$ cat config.mk
export PLATFORM = sky130hd
export DESIGN_NAME = ct_rtu_encode_pipe
export DESIGN_NICKNAME = d
export VERILOG_FILES = /design/src/rtl/ct_rtu_encode_pipe.sv
export SDC_FILE = /design/constraint.sdc
export NUM_CORES = 1
export LEC_CHECK = 0
export ABC_AREA = 1
export BUFFER_PORTS_ARGS = -buffer_cell sky130_fd_sc_hd__buf_2
export CAP_MARGIN = 20
export CORE_AREA = 8 8 112 114
export CTS_CLUSTER_DIAMETER = 30
export DETAILED_ROUTE_END_ITERATION = 16
export DIE_AREA = 0 0 120 122
export SYNTH_ARGS = -nofsm -noshare
export SYNTH_HDL_FRONTEND = slang
export SYNTH_SLANG_ARGS = --single-unit
$ cat constraint.sdc
create_clock -name forever_cpuclk -period 2.5 [get_ports forever_cpuclk]
set_clock_uncertainty 0.05 [all_clocks]
set_input_delay 0.75 -clock forever_cpuclk [delete_from_list [all_inputs] [get_ports forever_cpuclk]]
set_output_delay 0.75 -clock forever_cpuclk [all_outputs]
set_load 0.005 [all_outputs]
$ cat src/rtl/ct_rtu_encode_pipe.sv
// Registered one-hot to binary encoder with a 2-entry skid buffer.
// The input vector is encoded at push time. The head entry drives the outputs.
// Zero-hot and multi-hot inputs are flagged with the entry and counted.
module ct_rtu_encode_pipe #(
  parameter int WIDTH = 64,
  parameter int ENC_W = $clog2(WIDTH),
  parameter int CNT_W = 8
) (
  input  logic             forever_cpuclk,
  input  logic             cpurst_b,
  input  logic             x_vld,
  output logic             x_rdy,
  input  logic [WIDTH-1:0] x_num_expand,
  input  logic             x_prio_mode,
  output logic             x_num_vld,
  input  logic             x_num_rdy,
  output logic [ENC_W-1:0] x_num,
  output logic             x_num_zero,
  output logic             x_num_multi,
  output logic [CNT_W-1:0] err_cnt,
  input  logic             err_cnt_clr
);

  typedef struct packed {
    logic [ENC_W-1:0] num;
    logic             zero;
    logic             multi;
  } ent_t;

  localparam logic [CNT_W-1:0] ERR_MAX = '1;

  logic [ENC_W-1:0] or_idx, pri_idx;
  ent_t             new_ent, ent0, ent1;
  logic [1:0]       cnt;
  logic             push, pop;

  // Encode both modes in one scan.
  // The scan runs from the top index downward, so the last hit is the lowest set index.
  always_comb begin
    or_idx  = '0;
    pri_idx = '0;
    for (int i = WIDTH - 1; i >= 0; i--) begin
      if (x_num_expand[i]) begin
        or_idx  = or_idx | ENC_W'(i);
        pri_idx = ENC_W'(i);
      end
    end
  end

  // Build the entry as it would be stored on push.
  // Clearing the lowest set bit leaves something only when two or more bits were set.
  always_comb begin
    new_ent.num   = x_prio_mode ? pri_idx : or_idx;
    new_ent.zero  = ~|x_num_expand;
    new_ent.multi = |(x_num_expand & (x_num_expand - WIDTH'(1)));
  end

  // x_rdy comes only from registered occupancy.
  // It has no combinational path from x_num_rdy.
  assign x_rdy       = (cnt != 2'd2);
  assign x_num_vld   = (cnt != 2'd0);
  assign push        = x_vld & x_rdy;
  assign pop         = x_num_vld & x_num_rdy;
  assign x_num       = ent0.num;
  assign x_num_zero  = ent0.zero;
  assign x_num_multi = ent0.multi;

  // Skid buffer: ent0 is the head.
  // A pop shifts ent1 forward, and a push fills the first free slot after that shift.
  always_ff @(posedge forever_cpuclk or negedge cpurst_b) begin
    if (!cpurst_b) begin
      cnt  <= 2'd0;
      ent0 <= '0;
      ent1 <= '0;
    end else begin
      if (pop && cnt == 2'd2) ent0 <= ent1;
      if (push) begin
        if (cnt == 2'd0 || (cnt == 2'd1 && pop)) ent0 <= new_ent;
        else                                     ent1 <= new_ent;
      end
      case ({push, pop})
        2'b10:   cnt <= cnt + 2'd1;
        2'b01:   cnt <= cnt - 2'd1;
        default: cnt <= cnt;
      endcase
    end
  end

  // Saturating count of accepted erroneous inputs.
  // A clear takes priority over an increment in the same cycle.
  always_ff @(posedge forever_cpuclk or negedge cpurst_b) begin
    if (!cpurst_b)                                              err_cnt <= '0;
    else if (err_cnt_clr)                                       err_cnt <= '0;
    else if (push && (new_ent.zero || new_ent.multi) && err_cnt != ERR_MAX)
                                                                err_cnt <= err_cnt + 1'b1;
  end

endmodule
==> flow_summary.json, run 1 <==
{
  "grt-ovfl-total": 0,
  "cp_max_fo": 4,
  "antennaDiodeCount": 0,
  "syn_nets": 622,
  "irDropWorstVdd_mv": 0.2805,
  "die_width_um": 120,
  "hold_viol": 0,
  "h-tree-depth": 1,
  "cts.reportedPaths.clkPinSlew_ns": 0.09,
  "wl_um": 12300,
  "grt_antenna_before_repair": 0,
  "maxCapViolations": 0,
  "worstMarginPinSlew_ns": 0.5999,
  "setup_slack_ns": -1.123,
  "synth_edf_count": 0,
  "status": "finished with violations",
  "num_rows": 38,
  "start_util_pct": 29.43,
  "layout-drive-gt1-share_pct": 45.89,
  "pre_cts_ws_ns": -1.559,
  "root_buffer": "clkbuf_8",
  "netlist_area_um2": 3148,
  "grt_max_degree": 27,
  "fmax_ghz": 0.2760,
  "gp_congestion": 0.8590,
  "postRouteAntennaNets": 0,
  "rr_worst_depth": 8,
  "worst_hold_slack_ns": 0.4111,
  "yosysWarnings": 0,
  "yosysSeqAreaShare_pct": 20.67,
  "dp_hpwl_um": 10220,
  "vias_per_cell": 4.655,
  "numCtsBuffers": 3,
  "first_iter_violations": 218,
  "final_common_cell": "buf_4",
  "die-area_um2": 14640,
  "dr.pass1.iters": 5,
  "portBuffers": 87,
  "wl_per_cell_um": 12.71,
  "slew_headroom_pct": 59.64,
  "slew_viol_final": 0,
  "track_usage_pct": 16.64,
  "finalCritPeriodShare_pct": 144.9,
  "final_core_utilization_pct": 53.39,
  "fp.dieH_um": 122,
  "ys_ff_latch": 26,
  "core-area_um2": 10700,
  "fillers": 1063,
  "cts_hold_buffers": 0,
  "violations": "negative setup slack",
  "grt_pass1_vias": 4685,
  "clock-sinks": 26,
  "syn_inst": 547,
  "vias": 4506,
  "total_power_w": 0.002108,
  "worst-setup-path-type": "input pin to flop",
  "async_reset_ff_share_pct": 100.0,
  "synth_cell_type_count": 43,
  "avgSynthCellArea_um2": 5.755,
  "leakage_nw": 2.856,
  "cts_buffer_depth": 2,
  "final_cell_mix": "buf_4 (180), nand2_1 (113), inv_1 (93)",
  "setup_viol_count_final": 14,
  "synthToLayoutAreaGrowth_pct": 81.44,
  "clk_latency_ns": 0.27,
  "end_kind": "flop",
  "rsz0062_at_grt": "yes",
  "layout.nets": 904,
  "layout_min_cycle_time_ns": 3.623,
  "placed_cells": 939,
  "route.detailed.drc": 0,
  "cp.required_ns": 2.60,
  "io-pin-count": 88,
  "grt_first_pass_wirelength_um": 20710,
  "cts_tree": "done",
  "hold_path.class": "input pin to asynchronous set/reset pin",
  "powerDensity_nw_per_um2": 369.0,
  "worstSetupStartpointType": "input pin",
  "cp.arrival_ns": 3.73,
  "synth_top_flop_cell": "dfrtp_1",
  "final_cells": 968
}
[metal layers]
metal  part of all wire (%)  up-vias  wire length (µm)  track usage, %
met1                     45     2040              5584           20.59
li1                       -     2340                 -               -
met4                    1.4        0               169           3.669
met2                     49      111              6088           30.28
met3                    3.7       15               457           1.897
met5                      0        -                 0               0
[metrics by stage]
step / instance area (µm²) / TNS (ns)
after floorplan: 3183 / -7.317
after global placement: 5032 / -18.11
after detailed placement: 5032 / -18.68
after CTS: 5440 / -11.03
after global routing: 5712 / -14.24
final: 5712 / -11.36
[kinds of logic (layout without fill, tap and decap cells)]
group | Yosys count | count (layout) | share of synthesized area, %
and+or+nand+nor | 300 | 300 | 43.24
adders and majority gates | 10 | 10 | 3.617
xor gates and xnor gates | 2 | 2 | 0.5565
AOI/OAI and AO/OA | 101 | 101 | 19.04
DFF | 26 | 26 | 20.67
buffers and inverters | 108 | 389 | 12.88
[final timing paths]
| kind | from | to | slack, ns |
|---|---|---|---|
| max | x_num_expand[11] | err_cnt[7] | -1.12 |
| min | cpurst_b | ent1[3] | 0.41 |
| max reg2reg | cnt[0] | x_num[4] | 0.44 |
| min reg2reg | ent1[1] | ent1[1] | 0.44 |
| max in group asynchronous | cpurst_b | x_num_multi | 1.61 |
| min in group forever_cpuclk | ent1[1] | ent1[1] | 0.44 |
[sequential cells by signal, summed over array words and instances, names as in the netlist]
signal / cells
cnt: 2
ent1: 8
err_cnt: 8
x_num: 6
x_num_multi: 1
x_num_zero: 1
[critical path, stage by stage]
cell and delay [ns]:
buf_6 0.09, nor2_1 0.09, inv_1 0.08, nor2_4 0.14, nand3_2 0.08, inv_2 0.09
nand2_4 0.07, nor2_4 0.13, inv_2 0.05, nor2_1 0.08, inv_1 0.06, maj3_2 0.29
or4_1 0.57, nor3_2 0.32, nand3_2 0.17, nor2_4 0.13, nor2_4 0.05, nand2_4 0.08
nor2_2 0.04, nand3_2 0.09, nor2_4 0.06, a21o_1 0.15, nand2_1 0.05, a31oi_1 0.04
[synth_stat cells (2+ instances only)]
cell / n / area share (%)
a211oi_1: 2 / 0.48
a21oi_1: 25 / 4.0
a31oi_1: 4 / 0.79
dfrtp_1: 26 / 21
ha_1: 5 / 2.0
inv_1: 101 / 12
inv_2: 6 / 0.72
maj3_1: 4 / 1.3
nand2_1: 123 / 15
nand2_2: 4 / 0.79
nand2_4: 2 / 0.72
nand3_1: 14 / 2.2
nand3_2: 3 / 0.95
nand4_1: 11 / 2.2
nor2_1: 103 / 12
nor2_2: 8 / 1.6
nor2_4: 4 / 1.4
nor3_1: 13 / 2.1
nor3_2: 4 / 1.3
nor3_4: 2 / 1.0
nor4_1: 5 / 0.99
o2111a_1: 2 / 0.72
o2111ai_1: 3 / 0.83
o211ai_1: 3 / 0.72
o21a_1: 2 / 0.48
o21ai_0: 43 / 6.8
o22ai_1: 5 / 0.99
o31ai_1: 3 / 0.72
or4_1: 2 / 0.48
xnor2_1: 2 / 0.56
[final cells by class]
cell class	count	area (µm²)	area share (%)
clock buffer	3	41.29	0.7229
timing repair buffer	277	1992	34.87
multi-input combinational	413	2405	42.10
sequential	26	650.6	11.39
inverter	108	417.9	7.317
clock inverter	1	30.03	0.5257
tap	140	175.2	3.067
[power breakdown]
part	leakage (nW)	total, W	internal [W]	switching [W]
combinational	2.49	0.00111	0.000518	0.000590
clock	0.0357	0.000352	0.000214	0.000137
sequential	0.328	0.000648	0.000567	0.0000811
[timing repair]
item | 4_1_cts | 5_1_grt
cloned | 0 | 0
endpoints found under the setup margin | 18 | 20
pin swaps | 16 | 32
gates resized for setup | 60 | 63
setup buffers | 16 | 10
Power figures use the tool's default switching activity.
==> inputs of run 2 (changes only) <==
==> constraint.sdc (replaced) <==
create_clock -name forever_cpuclk -period 2.5 [get_ports forever_cpuclk]
set_clock_uncertainty 0.05 [all_clocks]
set_input_delay 0.125 -clock forever_cpuclk [delete_from_list [all_inputs] [get_ports forever_cpuclk]]
set_output_delay 0.125 -clock forever_cpuclk [all_outputs]
set_load 0.005 [all_outputs]
==> run 2 against run 1 <==
Against the previous run: design area shrank 6.9%; maximum frequency grew 22%; count of clock-buffer cells in the layout grew 1; global-route usage shrank 0.95 points; largest power group unchanged; the flow still finishes with violations (negative setup slack); first-iteration DRC count grew 31%; critical path type unchanged.
==> flow_summary.json, run 2 (same netlist as run 1, synthesis figures left out) <==
{
  "gp_congestion": 0.8552,
  "grt_max_degree": 27,
  "worstSetupStartpointType": "input pin",
  "pwr-share-seq_pct": 32.9,
  "setup_slack_ns": -0.4649,
  "p_clk_share_pct": 14.2,
  "cp.required_ns": 2.61,
  "switching_share_pct": 39.02,
  "combPwrFrac_pct": 52.9,
  "wl_per_cell_um": 12.35,
  "layout_min_cycle_time_ns": 2.965,
  "slew_viol_final": 0,
  "layout-drive-gt1-share_pct": 41.27,
  "status": "finished with violations",
  "rsz0062_at_grt": "yes",
  "maxCapViolations": 0,
  "grt_antenna_before_repair": 1,
  "grt-ovfl-total": 0,
  "grt_pass1_vias": 4429,
  "cp.arrival_ns": 3.08,
  "p_sw_w": 0.0007608,
  "power.internal_w": 0.001189,
  "num_rows": 38,
  "dp_hpwl_um": 9806,
  "fmax_ghz": 0.3373,
  "vias": 4386,
  "synthToLayoutAreaGrowth_pct": 69.00,
  "violations": "negative setup slack",
  "cts.reportedPaths.clkPinSlew_ns": 0.09,
  "worstMarginPinSlew_ns": 0.5911,
  "root_buffer": "clkbuf_8",
  "regArea_um2": 650.6,
  "antennaDiodeCount": 0,
  "pre_cts_ws_ns": -0.8449,
  "setup_viol_count_final": 10,
  "h-tree-depth": 1,
  "cts_tree": "done",
  "grt_first_pass_wirelength_um": 19630,
  "dr.pass1.iters": 4,
  "die-area_um2": 14640,
  "placed_cell_area_um2": 4797,
  "clk_latency_ns": 0.27,
  "fillers": 1112,
  "hold_viol": 0,
  "layout.nets": 878,
  "route.detailed.drc": 0,
  "fin_area_um2": 5320,
  "fp.dieH_um": 122,
  "postRouteAntennaNets": 0,
  "multi_input_area_um2": 2280,
  "hold_path.class": "input pin to flop",
  "powerDensity_nw_per_um2": 366.5,
  "worst-setup-path-type": "input pin to flop",
  "portBuffers": 87,
  "die_width_um": 120,
  "vias_per_cell": 4.656,
  "leakage_nw": 2.674,
  "io-pin-count": 88,
  "core-area_um2": 10700,
  "numCtsBuffers": 3,
  "finalCritPeriodShare_pct": 118.6,
  "clock-sinks": 26,
  "cts_buffer_depth": 2,
  "start_util_pct": 29.43,
  "final_cell_mix": "buf_4 (157), nand2_1 (118), inv_1 (97)",
  "wl_um": 11630,
  "final_common_cell": "buf_4",
  "slew_headroom_pct": 60.60,
  "cp_max_fo": 3,
  "first_iter_violations": 285,
  "end_kind": "flop",
  "irDropWorstVdd_mv": 0.2108,
  "track_usage_pct": 15.68
}
run 2: cell count changes in the layout (fill, tap and decap cells not counted), sizes merged:
| cell | change |
|---|---|
| dlygate4sd3 | +1 |
| inv | +1 |
| clkinv | -1 |
| buf | -27 |
| bufinv | -1 |
| clkbuf | +1 |
run 2: repair_timing:
item                                    CTS  global route
resized for setup                        25            44
endpoints found under the hold margin    26             0
endpoints found under the setup margin   10            14
buffers inserted                         18            11
pin swaps                                 1            18
hold buffers                              1             0
run 2: worst paths after layout:
| path | slack (ns) | cells after the start | endpoint | from |
|---|---|---|---|---|
| setup / recovery | -0.46 | 22 | ent1[0] | x_num_expand[11] |
| hold / removal | 0.07 | 2 | err_cnt[6] | err_cnt_clr |
| setup reg to reg | 0.55 | 11 | err_cnt[3] | cnt[0] |
| hold reg to reg | 0.44 | 2 | ent1[2] | ent1[2] |
| max in group asynchronous | 1.68 | 2 | ent1[3] | cpurst_b |
| min in group asynchronous | 0.33 | 2 | x_num[4] | cpurst_b |
run 2: worst max-delay path, stage by stage:
cell and delay, ns:
buf_6 0.09, nor2_2 0.09, inv_1 0.07, nor2_4 0.13, nand3_2 0.08, inv_2 0.08, nand2_4 0.06, buf_4 0.13
buf_4 0.13, nor2_1 0.08, inv_1 0.04, maj3_1 0.33, or4_1 0.53, nor3_4 0.24, nand3_2 0.14, buf_4 0.16
buf_6 0.10, buf_6 0.10, buf_4 0.12, buf_4 0.13, nand2_1 0.05, o21ai_1 0.07
run 2: per-stage QoR:
stage / util [%] / instances / TNS, ns / hold WS (ns) / total power (W)
final: 49.73 / 942 / -3.914 / 0.07092 / 0.001950
after global routing: 49.73 / 942 / -6.617 / 0.07614 / 0.002142
after CTS: 47.52 / 931 / -3.029 / 0.04968 / 0.001938
after detailed placement: 44.84 / 909 / -7.407 / 0.1155 / 0.001613
after global placement: 44.84 / 909 / -7.395 / 0.1128 / 0.001585
after floorplan: - / 547 / -0.9526 / -0.2206 / 0.001144
run 2: routing by layer:
metal  part of all wire [%]  vias up  GRT usage (%)
li1                       -     2282              -
met2                     48      104          28.08
met1                     46     1986          19.86
met3                    4.6       12          2.406
met5                  0.069        -              0
met4                   0.95        2          2.186
run 2: power by group through the flow:
stage	clock network [W]	registers, W	logic [W]
detailed placement	0	0.000652	0.000961
CTS	0.000280	0.000643	0.00101
global route	0.000305	0.000660	0.00118
global placement	0	0.000646	0.000939
floorplan	0	0.000643	0.000501
finish	0.000277	0.000642	0.00103
run 2: cell type report:
type	instances	share of cell area (%)
Inverter	108	7.667
Sequential cell	26	12.23
Timing Repair Buffer	251	32.93
Clock buffer	4	1.035
Multi-Input combinational cell	413	42.85
Tap cell	140	3.293
==> inputs of run 3 (changes only) <==
Settings changed: BUFFER_PORTS_ARGS -buffer_cell sky130_fd_sc_hd__buf_2 to unset, CAP_MARGIN 20 to unset, DONT_BUFFER_PORTS set to 1.
==> run 3 against run 2 <==
Against the previous run: the run still ends with negative setup slack left; critical path depth rose by 3; routed wire length fell by 2.6%; combinational power fell by 25%; worst setup slack improved by 0.051 ns; largest cell class unchanged; maximum frequency rose by 1.7%; register-to-register slack got worse by 0.02 ns; count of clock-buffer cells in the layout fell by 1; first-iteration DRC count fell by 33%.
==> flow_summary.json, run 3 (same netlist as run 1, synthesis figures left out) <==
{
  "crit_path_max_incr_delay_ns": 0.29,
  "num_rows": 38,
  "wl_per_cell_um": 14.02,
  "worst_hold_slack_ns": 0.02673,
  "cp-startpoint": "x_num_expand[1]",
  "crit_buf_inv": 3,
  "hold_path.class": "input pin to flop",
  "io-pin-count": 88,
  "slew_viol_final": 0,
  "slew_headroom_pct": 66.94,
  "wl_met1_um": 4830,
  "cts_buffer_depth": 2,
  "fp.dieH_um": 122,
  "final_core_utilization_pct": 41.67,
  "highest_layer": "met4",
  "finalCritPeriodShare_pct": 116.6,
  "die-area_um2": 14640,
  "irDropWorstVdd_mv": 0.2798,
  "route.met3.wl_um": 970,
  "grt_antenna_before_repair": 0,
  "gp_congestion": 0.8679,
  "layout-drive-gt1-share_pct": 27.69,
  "track_usage_pct": 15.10,
  "reg2reg_from": "cnt[0]",
  "worstMarginPinSlew_ns": 0.4834,
  "portBuffers": 0,
  "path_delay_family": "simple AND/OR/NAND/NOR gates",
  "fin_tns_setup_ns": -3.189,
  "cp.arrival_ns": 3.02,
  "start_util_pct": 29.43,
  "leakage_nw": 2.096,
  "multi_input_area_um2": 2248,
  "vias": 3914,
  "cts_tree": "done",
  "fmax_ghz": 0.3431,
  "cp_max_fo": 5,
  "dp_hpwl_um": 9220,
  "cpMaxStageDelayCell": "nor4_4",
  "wl_um": 11330,
  "root_buffer": "clkbuf_8",
  "end_kind": "flop",
  "cts.reportedPaths.clkPinSlew_ns": 0.09,
  "numCtsBuffers": 3,
  "route.detailed.drc": 0,
  "clock-sinks": 26,
  "min_from": "x_prio_mode",
  "setup_viol_count_final": 10,
  "met2WireLength_um": 5479,
  "status": "finished with violations",
  "layout.nets": 744,
  "regArea_um2": 650.6,
  "setup_slack_ns": -0.4142,
  "layout_min_cycle_time_ns": 2.914,
  "cpMostUsedCell": "nor2_4",
  "final_common_cell": "nand2_1",
  "crit_end": "err_cnt[7]",
  "clk_latency_ns": 0.27,
  "final_cell_mix": "nand2_1 (119), buf_4 (113), inv_1 (97)",
  "violations": "negative setup slack",
  "path_depth": 25,
  "grt_first_pass_wirelength_um": 18400,
  "rsz0062_at_grt": "yes",
  "powerDensity_nw_per_um2": 400.6,
  "grt_pass1_vias": 3862,
  "die_width_um": 120,
  "first_iter_violations": 191,
  "synthToLayoutAreaGrowth_pct": 41.61,
  "antennaDiodeCount": 0,
  "rr_worst_depth": 10,
  "grt-ovfl-total": 0,
  "maxCapViolations": 0,
  "vias_per_cell": 4.844,
  "hold_viol": 0,
  "grt_max_degree": 27,
  "worstSetupStartpointType": "input pin",
  "dr.pass1.iters": 5,
  "timing.rr.end": "err_cnt[6]",
  "core-area_um2": 10700,
  "fillers": 1127,
  "r2r_setup_slack_ns": 0.53,
  "cp.required_ns": 2.60,
  "h-tree-depth": 1,
  "worst-setup-path-type": "input pin to flop",
  "postRouteAntennaNets": 0
}
## run 3: cell count changes in the layout (fill, tap and decap cells not counted), moves of 2 or more
cell	previous run	this run
buf_2	78	0
buf_4	157	113
buf_6	14	1
nand2_2	9	7
nand3_1	11	13
nand3_2	6	4
nor2_1	85	92
nor2_2	15	10
nor2_4	15	13
o21ai_1	3	6
o21ai_2	2	0
## run 3: cell type report
class | count | share of cell area (%)
clock inverter | 1 | 0.6736
multi-input combinational | 413 | 50.44
inverter | 108 | 9.262
timing repair buffer | 117 | 20.18
clock buffer | 3 | 0.9262
sequential | 26 | 14.59
tap | 140 | 3.929
## run 3: worst register-to-register path: cells and delay by family, from the launching register on
| kind | cells | cell delay [ns] |
|---|---|---|
| flip-flops | 1 | 0.40 |
| AND/OR/NAND/NOR | 6 | 0.83 |
| adder cells (fa/ha/maj) | 1 | 0.21 |
| buffers and inverters | 2 | 0.20 |
| AO/OA/AOI/OAI | 1 | 0.22 |
## run 3: metal layers
metal	global-route usage (%)	vias up
li1	-	2013
met1	17.94	1795
met2	27.73	102
met3	3.702	4
met4	1.561	0
met5	0	-
## run 3: worst min-delay path by stage
stage                     slack, ns  cells past startpoint         end
after floorplan               -0.22                      0      cnt[0]
after global placement        -0.22                      0  err_cnt[4]
after detailed placement      -0.22                      0  err_cnt[4]
after CTS                      0.03                      3    x_num[5]
after global routing           0.07                      3     ent1[7]
final                          0.03                      3    x_num[5]
## run 3: what timing repair did
| item | CTS | global route |
|---|---|---|
| endpoints found under the hold margin | 33 | 0 |
| buffers inserted | 32 | 10 |
| hold buffers | 3 | 0 |
| setup endpoints to repair | 10 | 12 |
| resized for setup | 21 | 20 |
| gates cloned | 0 | 0 |
| pin swaps | 12 | 12 |
## run 3: power breakdown
| group | internal, W | switching [W] |
|---|---|---|
| sequential | 0.000567 | 0.0000990 |
| combinational | 0.000337 | 0.000434 |
| clock | 0.000214 | 0.000134 |
| total | 0.00112 | 0.000667 |
## run 3: metrics by stage
step	total power (W)	worst slack [ns]	instances	cell area (µm²)
3_5_place_dp	0.001355	-0.7658	759	3889
2_1_floorplan	0.001144	-0.2538	547	3173
4_1_cts	0.001774	-0.3056	798	4323
3_3_place_gp	0.001332	-0.6755	759	3889
5_1_grt	0.001929	-0.6168	808	4458
6_report	0.001786	-0.4142	808	4458
